`src/rtl/rgb_frame_fetcher.sv`:
```
// Reads a packed RGB frame (3 words per pixel pair) from SRAM and streams it
// out one pixel per handshake, with sof/eol markers and credit-based flow control.
module rgb_frame_fetcher #(
    parameter logic [17:0] RGB_BASE   = 18'd146944,
    parameter int          FRAME_W    = 320,
    parameter int          FRAME_H    = 240,
    parameter int          FIFO_DEPTH = 8
) (
    input  logic        Clock,
    input  logic        Resetn,
    input  logic        Start,
    output logic        Busy,
    output logic        Done,
    output logic [17:0] SRAM_address,
    input  logic [15:0] SRAM_read_data,
    output logic [15:0] SRAM_write_data,
    output logic        SRAM_we_n,
    output logic        pix_valid,
    input  logic        pix_ready,
    output logic [7:0]  pix_R,
    output logic [7:0]  pix_G,
    output logic [7:0]  pix_B,
    output logic        pix_sof,
    output logic        pix_eol
);
    localparam int NPAIRS = FRAME_W * FRAME_H / 2;
    localparam int PW     = $clog2(NPAIRS);
    localparam int AW     = $clog2(FIFO_DEPTH);
    localparam int CW     = AW + 1;
    localparam int XW     = $clog2(FRAME_W);
    localparam int YW     = $clog2(FRAME_H);

    typedef enum logic [2:0] {IDLE, F0, F1, F2, WAIT_CREDIT, DRAIN} state_t;

    state_t            state_q, state_d;
    logic              done_q, done_d;
    logic [17:0]       addr_q, sram_addr_q;
    logic [PW-1:0]     pair_q;
    logic [1:0]        tag_vld_q;
    logic [1:0][1:0]   tag_idx_q;
    logic [7:0]        r0_q, g0_q, r1_q;
    logic [CW-1:0]     pend_q, pend_d;
    logic [23:0]       mem_q [FIFO_DEPTH];
    logic [AW-1:0]     wr_ptr_q, rd_ptr_q;
    logic [CW-1:0]     mem_cnt_q;
    logic              hv_q;
    logic [23:0]       head_q;
    logic [XW-1:0]     col_q;
    logic [YW-1:0]     row_q;

    logic              issue, start_acc, credit_ok, drained, last_pair;
    logic [1:0]        widx;
    logic              push, pop, load;
    logic [23:0]       push_px;
    logic [CW-1:0]     fifo_cnt;
    logic [CW+1:0]     resv;

    // Occupancy counts the head register too, so credit covers every stored pixel.
    assign fifo_cnt  = mem_cnt_q + CW'(hv_q);
    assign resv      = (CW+2)'(fifo_cnt) + (CW+2)'(pend_q);
    assign credit_ok = (resv + (CW+2)'(2)) <= (CW+2)'(FIFO_DEPTH);
    assign last_pair = (pair_q == PW'(NPAIRS - 1));
    assign start_acc = (state_q == IDLE) && Start;
    assign pop       = hv_q && pix_ready;
    assign load      = (mem_cnt_q != '0) && (!hv_q || pop);
    assign drained   = (tag_vld_q == 2'b00) && (pend_q == '0) && (fifo_cnt == '0) && !pop;

    always_comb begin
        state_d = state_q;
        issue   = 1'b0;
        widx    = 2'd0;
        done_d  = 1'b0;
        case (state_q)
            IDLE:        if (Start) state_d = F0;
            F0: begin
                if (credit_ok) begin
                    issue   = 1'b1;
                    state_d = F1;
                end else begin
                    state_d = WAIT_CREDIT;
                end
            end
            F1: begin
                issue   = 1'b1;
                widx    = 2'd1;
                state_d = F2;
            end
            F2: begin
                issue   = 1'b1;
                widx    = 2'd2;
                state_d = last_pair ? DRAIN : F0;
            end
            WAIT_CREDIT: if (credit_ok) state_d = F0;
            DRAIN: begin
                if (drained) begin
                    state_d = IDLE;
                    done_d  = 1'b1;
                end
            end
            default:     state_d = IDLE;
        endcase
    end

    // Word 1 completes pixel 0; word 2 carries all of pixel 1's green and blue.
    always_comb begin
        push    = 1'b0;
        push_px = {r1_q, SRAM_read_data};
        if (tag_vld_q[1]) begin
            if (tag_idx_q[1] == 2'd1) begin
                push    = 1'b1;
                push_px = {r0_q, g0_q, SRAM_read_data[15:8]};
            end else if (tag_idx_q[1] == 2'd2) begin
                push    = 1'b1;
            end
        end
        pend_d = pend_q + ((issue && widx == 2'd0) ? CW'(2) : CW'(0)) - CW'(push);
    end

    always_ff @(posedge Clock) begin
        if (push) mem_q[wr_ptr_q] <= push_px;
    end

    always_ff @(posedge Clock or negedge Resetn) begin
        if (!Resetn) begin
            state_q     <= IDLE;
            done_q      <= 1'b0;
            addr_q      <= RGB_BASE;
            sram_addr_q <= RGB_BASE;
            pair_q      <= '0;
            tag_vld_q   <= '0;
            tag_idx_q   <= '0;
            r0_q        <= '0;
            g0_q        <= '0;
            r1_q        <= '0;
            pend_q      <= '0;
            wr_ptr_q    <= '0;
            rd_ptr_q    <= '0;
            mem_cnt_q   <= '0;
            hv_q        <= 1'b0;
            head_q      <= '0;
            col_q       <= '0;
            row_q       <= '0;
        end else begin
            state_q <= state_d;
            done_q  <= done_d;
            if (start_acc) begin
                addr_q      <= RGB_BASE;
                sram_addr_q <= RGB_BASE;
                pair_q      <= '0;
            end else if (issue) begin
                sram_addr_q <= addr_q;
                addr_q      <= addr_q + 18'd1;
                if (widx == 2'd2) pair_q <= pair_q + PW'(1);
            end
            tag_vld_q <= {tag_vld_q[0], issue};
            tag_idx_q <= {tag_idx_q[0], widx};
            if (tag_vld_q[1]) begin
                if (tag_idx_q[1] == 2'd0) begin
                    r0_q <= SRAM_read_data[15:8];
                    g0_q <= SRAM_read_data[7:0];
                end else if (tag_idx_q[1] == 2'd1) begin
                    r1_q <= SRAM_read_data[7:0];
                end
            end
            pend_q <= pend_d;
            if (push) wr_ptr_q <= wr_ptr_q + AW'(1);
            if (load) begin
                rd_ptr_q <= rd_ptr_q + AW'(1);
                head_q   <= mem_q[rd_ptr_q];
                hv_q     <= 1'b1;
            end else if (pop) begin
                hv_q <= 1'b0;
            end
            mem_cnt_q <= mem_cnt_q + CW'(push) - CW'(load);
            if (start_acc) begin
                col_q <= '0;
                row_q <= '0;
            end else if (pop) begin
                if (col_q == XW'(FRAME_W - 1)) begin
                    col_q <= '0;
                    row_q <= (row_q == YW'(FRAME_H - 1)) ? '0 : row_q + YW'(1);
                end else begin
                    col_q <= col_q + XW'(1);
                end
            end
        end
    end

    assign Busy            = (state_q != IDLE);
    assign Done            = done_q;
    assign SRAM_address    = sram_addr_q;
    assign SRAM_write_data = 16'd0;
    assign SRAM_we_n       = 1'b1;
    assign pix_valid       = hv_q;
    assign pix_R           = head_q[23:16];
    assign pix_G           = head_q[15:8];
    assign pix_B           = head_q[7:0];
    assign pix_sof         = hv_q && (col_q == '0) && (row_q == '0);
    assign pix_eol         = hv_q && (col_q == XW'(FRAME_W - 1));
endmodule

```
`config.mk`:
```
export PLATFORM = sky130hd
export DESIGN_NAME = rgb_frame_fetcher
export DESIGN_NICKNAME = d
export VERILOG_FILES = /design/src/rtl/rgb_frame_fetcher.sv
export SDC_FILE = /design/constraint.sdc
export NUM_CORES = 1
export LEC_CHECK = 0
export ABC_CLOCK_PERIOD_IN_PS = 12170
export CAP_MARGIN = 20
export CORE_UTILIZATION = 55
export CTS_BUF_LIST = sky130_fd_sc_hd__clkbuf_16
export CTS_CLUSTER_DIAMETER = 120
export DETAILED_ROUTE_END_ITERATION = 7
export PLACE_DENSITY = 0.7
export RECOVER_POWER = 100
export SKIP_LAST_GASP = 1
export SLEW_MARGIN = 25
export SYNTH_ARGS = -nofsm -noshare
export SYNTH_HDL_FRONTEND = slang
export SYNTH_SLANG_ARGS = --single-unit
export TNS_END_PERCENT = 5
```
`constraint.sdc`:
```
create_clock -name Clock -period 12.17 [get_ports Clock]
set_input_delay 2.434 -clock Clock [delete_from_list [all_inputs] [get_ports Clock]]
set_output_delay 2.434 -clock Clock [all_outputs]
set_load 0.005 [all_outputs]
```
After elaboration in Yosys (flattened, before gate mapping)
Memories as Yosys holds them, arrays and structs flattened. A register that Yosys moved wholly into a read port is not among the register bits.
Cells that the tools add are included.
- $add $sub $neg: 13
- multiply operators: 0
- div/mod/pow operators: 0
- order comparisons: 1
- equal/unequal tests: 14
- shift operators: 0
- muxes and demuxes: 35
- bitwise operators: 1
- reduce and logical (&&, ||, !) cells: 35
- operators with widths (cell ; number):
    two-way mux 18 bit ; 4
    two-way mux 16 bit ; 3
    two-way mux 24 bit ; 2
    two-way mux 8 bit ; 4
    two-way mux 9 bit ; 3
    adder 18 x 1 -> 18 bit, second input constant ; 1
    case mux 3 bit (6 select lines) ; 1
    adder 16 x 1 -> 16 bit, second input constant ; 1
    == test 16 bit, second input constant ; 1
    two-way mux 3 bit ; 5
    logical AND 1 bit ; 10
    two-way mux 1 bit ; 10
    nonzero test 2 bit ; 5
    adder 9 x 1 -> 9 bit, second input constant ; 1
    == test 9 bit, second input constant ; 1
    logical NOT 9 bit ; 1
    adder 4 x 1 -> 4 bit ; 2
    adder 8 x 1 -> 8 bit, second input constant ; 1
    == test 8 bit, second input constant ; 1
    logical NOT 4 bit ; 2
    logical NOT 8 bit ; 1
    subtractor 4 x 1 -> 4 bit ; 2
    adder 3 x 1 -> 3 bit, second input constant ; 2
    adder 5 x 2 -> 6 bit, second input constant ; 1
    other kinds (22) ; 34
- register bits after elaboration: 118
- bits in latches: 0
- bits in writable memories: 192
- bits in read-only memories: 0
- input port bits: 20
- output and inout port bits: 64
- word-level logic and storage cells: 118
- memories: 1
- memory list (memory ; words ; width ; read ports ; clocked after Yosys merged registers in ; wr ports ; line ; text):
    mem_q ; 8 ; 24 ; 1 ; 1 ; 1 ; 43 ; logic [23:0] mem_q [FIFO_DEPTH];

Logic depth before layout (Yosys ltp)
- depth after elaboration: 10
- gate-level depth with buffers: 15
- depth with buffers taken out: 15

Worst setup path after synthesis
Ideal clock, no wire load.
- path type: input to register
- start point: input port pix_ready
- end point: register mem_cnt_q[2]
- library setup time: 123 ps
- arrival time: 4105 ps
- path slack: 7942 ps
- cell stages on the path: 9
- cells stage by stage: inv_1 -> a21oi_1 -> clkbuf_1 -> ha_1 -> inv_1 -> ha_1 -> inv_1 -> fa_1 -> xnor2_1
- longest elaborated chain between the ends: 4
- RTL lines (item ; line ; text):
    start, declared ; 19 ; input logic pix_ready,
    logical AND 1 bit ; 64 ; assign pop = hv_q && pix_ready;
    logical OR 1 bit ; 65 ; assign load = (mem_cnt_q != '0) && (!hv_q || pop);
    logical AND 1 bit ; 65 ;
    net load ; 53 ; logic push, pop, load;
    subtractor 4 x 1 -> 4 bit ; 174 ; mem_cnt_q <= mem_cnt_q + CW'(push) - CW'(load);
    end signal, assigned ; 174 ;
    end, declared ; 45 ; logic [CW-1:0] mem_cnt_q;
The timed path passes the listed nets, and every way through them passes these cells.
A chain may end at the register's enable or synchronous reset.

==> flow_metrics.tcl <==
set metrics [dict create \
    fin_crit_sh 0.548 \
    nets 1099 \
    initial_core_util 0.564 \
    switching_share 0.310 \
    maxSlewViolCount 385 \
    synth_ff_type "edfxtp_1" \
    netlist_instances 979 \
    cts.htree.levels 2 \
    fp.dieW_um 163 \
    grt_start_max_net_pins 76 \
    postCtsSetupRepairBufs 0 \
    power_per_cell_area_mw_per_mm2 224 \
    synthArstFlopShare 0.425 \
    max_freq_mhz 150 \
    required_ps 11070 \
    p_int_mw 2.54 \
    synth_edf_count 192 \
    cts_hold_buf 0 \
    ys_ff_latch 334 \
    drt-initial-drc-count 528 \
    clock_power_share 0.296 \
    grtUsageMet1 0.290 \
    drc 0 \
    die-area_mm2 0.0267 \
    grt_pass1_wl_mm 45.0 \
    cp_max_fo 75 \
    ant_nets 0 \
    grt_use_met3 0.0335 \
    p_sw_mw 1.14 \
    cp_slowest_cell "clkbuf_1" \
    path_buf_inv 1 \
    synth.avg_cell_area_um2 14.6 \
    areaGrowthSynthToFinish_pct 14.6 \
    seqPwrFrac 0.405 \
    place.gp.congestion 0.820 \
    outcome "complete, but fails checks" \
    final_common_cell "edfxtp_1" \
    critPathLaunchType "primary input" \
    portBuffers 66 \
    ioPinCount 84 \
    dp_hpwl_mm 16.6 \
    setup_viol 0 \
    die_y_um 163 \
    cts.sinks 334 \
    drive_gt1_frac 0.143 \
    clk_latency_ps 520 \
    hold_viol 0 \
    ys_seq_area_frac 0.651 \
    grt_antenna_before_repair 1 \
    clock_path_buffers 3 \
    grtUsageMet2 0.380 \
    critPathTopFamily "buffers and inverters" \
    final_cell_mix "edfxtp_1, dfrtp_1, dlygate4sd3_1" \
    coreArea_mm2 0.0254 \
    postLayoutCoreUtil 0.647 \
    cpPeakStageDelay_ps 3110 \
    tns_ps 0 \
    vias 8068 \
    routed_via_density 5.74 \
    critical_path_class "primary input to asynchronous set/reset pin" \
    path_cells "clkbuf_1" \
    vdd_drop_max_uv 221 \
    clk_pin_slew_worst_paths_ps 60 \
    top_usage_layer "met2" \
    yosys_warnings 0 \
    worstPathArrival_ps 5570 \
    drtPass1Iterations 5 \
    ys_types 60 \
    maxCapViolCount 12 \
    rows 58 \
    grt_pass1_vias 8393 \
    fin_skew_ps 20.3 \
    syn-cell-area_mm2 0.0143 \
    cts_resized 0 \
    violations "max-capacitance violations, max-slew violations" \
    fin_crit_ps 6670 \
    cts_tree "done" \
    track_usage 0.220 \
    max_slew_margin -2.01 \
    overflow 0 \
    root_buffer "clkbuf_16" \
    routed_wl_mm 27.7 \
    combinationalPowerShare 0.300 \
    end_kind "asynchronous set/reset pin" \
    cts_buffers 36 \
    drt-wirelength-per-cell_um 19.7 \
    p_leak_nw 6.22 \
    rsz0062_at_grt "false" \
    hp-class "flop to flop" \
    worstMarginPinSlew_ps 4520 \
]
[registers in the layout (all words and copies together) (netlist names)]
register / count
tag_vld_q: 2
r1_q: 8
row_q: 8
rd_ptr_q: 3
SRAM_address: 18
g0_q: 8
wr_ptr_q: 3
head_q: 24
r0_q: 8
mem_q: 192
pix_valid: 1
mem_cnt_q: 4
pair_q: 16
addr_q: 18
Done: 1
tag_idx_q: 4
col_q: 9
pend_q: 4
state_q: 3
[final timing paths]
| path | from | end | slack [ps] | cells past startpoint |
|---|---|---|---|---|
| setup / recovery | Resetn | rd_ptr_q[0] | 5500 | 1 |
| hold / removal | tag_idx_q[1] | tag_idx_q[3] | 350 | 0 |
| setup reg to reg | mem_cnt_q[2] | mem_cnt_q[1] | 7850 | 11 |
| hold reg to reg | tag_idx_q[1] | tag_idx_q[3] | 350 | 0 |
| max in group Clock | pix_ready | mem_cnt_q[1] | 6190 | 10 |
| min in group asynchronous | Resetn | head_q[1] | 3530 | 1 |
[through the flow]
| stage | hold WS, ps | power [mW] | setup slack [ps] | std cells | area, µm² |
|---|---|---|---|---|---|
| 2_1_floorplan | 331 | 2.31 | 7940 | 994 | 14400 |
| 6_report | 353 | 3.68 | 5500 | 1406 | 16400 |
| 3_3_place_gp | 333 | 2.62 | 7260 | 1338 | 15300 |
| 3_5_place_dp | 346 | 2.65 | 7200 | 1338 | 15300 |
| 4_1_cts | 359 | 3.75 | 7120 | 1404 | 16500 |
| 5_1_grt | 364 | 3.92 | 4390 | 1405 | 16400 |
[kinds of logic (layout without fill, tap and decap cells)]
logic type / count (synthesis) / after routing / synth area share
simple gates: 237 / 237 / 0.0844
flops: 334 / 334 / 0.651
xor+xnor: 26 / 26 / 0.0159
compound gates: 113 / 113 / 0.0481
other cells: 2 / 18 / 0.000524
fa+ha+maj: 32 / 32 / 0.0295
mux: 131 / 131 / 0.138
buf+inv: 104 / 185 / 0.0323
[layout make-up]
type                            instances  area, µm²
Sequential cell                       334       9340
Fill cell                            1858       8980
Multi-Input combinational cell        556       4580
Clock buffer                           36        901
Timing Repair Buffer                   81        746
Tap cell                              330        413
Clock inverter                         30        295
Inverter                               38        143
Antenna cell                            1       2.50
[synthesized netlist by cell type (17+ instances only)]
master    count  area, µm²
edfxtp_1    192       5770
o21ai_0      19       95.1
a21oi_1      54        270
nand3_1      26        130
xnor2_1      19        166
nand2_1      59        221
clkbuf_1     34        128
nor2_1       59        221
dfrtp_1     130       3250
mux2_2       50        563
buf_4        17        128
mux2i_1      33        330
mux4_2       48       1080
ha_1         29        363
inv_1        38        143
[metal layers]
| metal | vias to the layer above | routed length (µm) |
|---|---|---|
| li1 | 3764 | - |
| met1 | 4092 | 12000 |
| met2 | 173 | 14100 |
| met3 | 39 | 1180 |
| met4 | 0 | 450 |
| met5 | - | 0 |
[power by group through the flow]
| stage | sequential (mW) | combinational (mW) | clock (mW) |
|---|---|---|---|
| after floorplan | 1.45 | 0.863 | 0 |
| after global placement | 1.55 | 1.07 | 0 |
| after detailed placement | 1.55 | 1.10 | 0 |
| after CTS | 1.53 | 1.10 | 1.11 |
| after global routing | 1.51 | 1.25 | 1.15 |
| final | 1.49 | 1.10 | 1.09 |
Power figures use the tool's default switching activity.
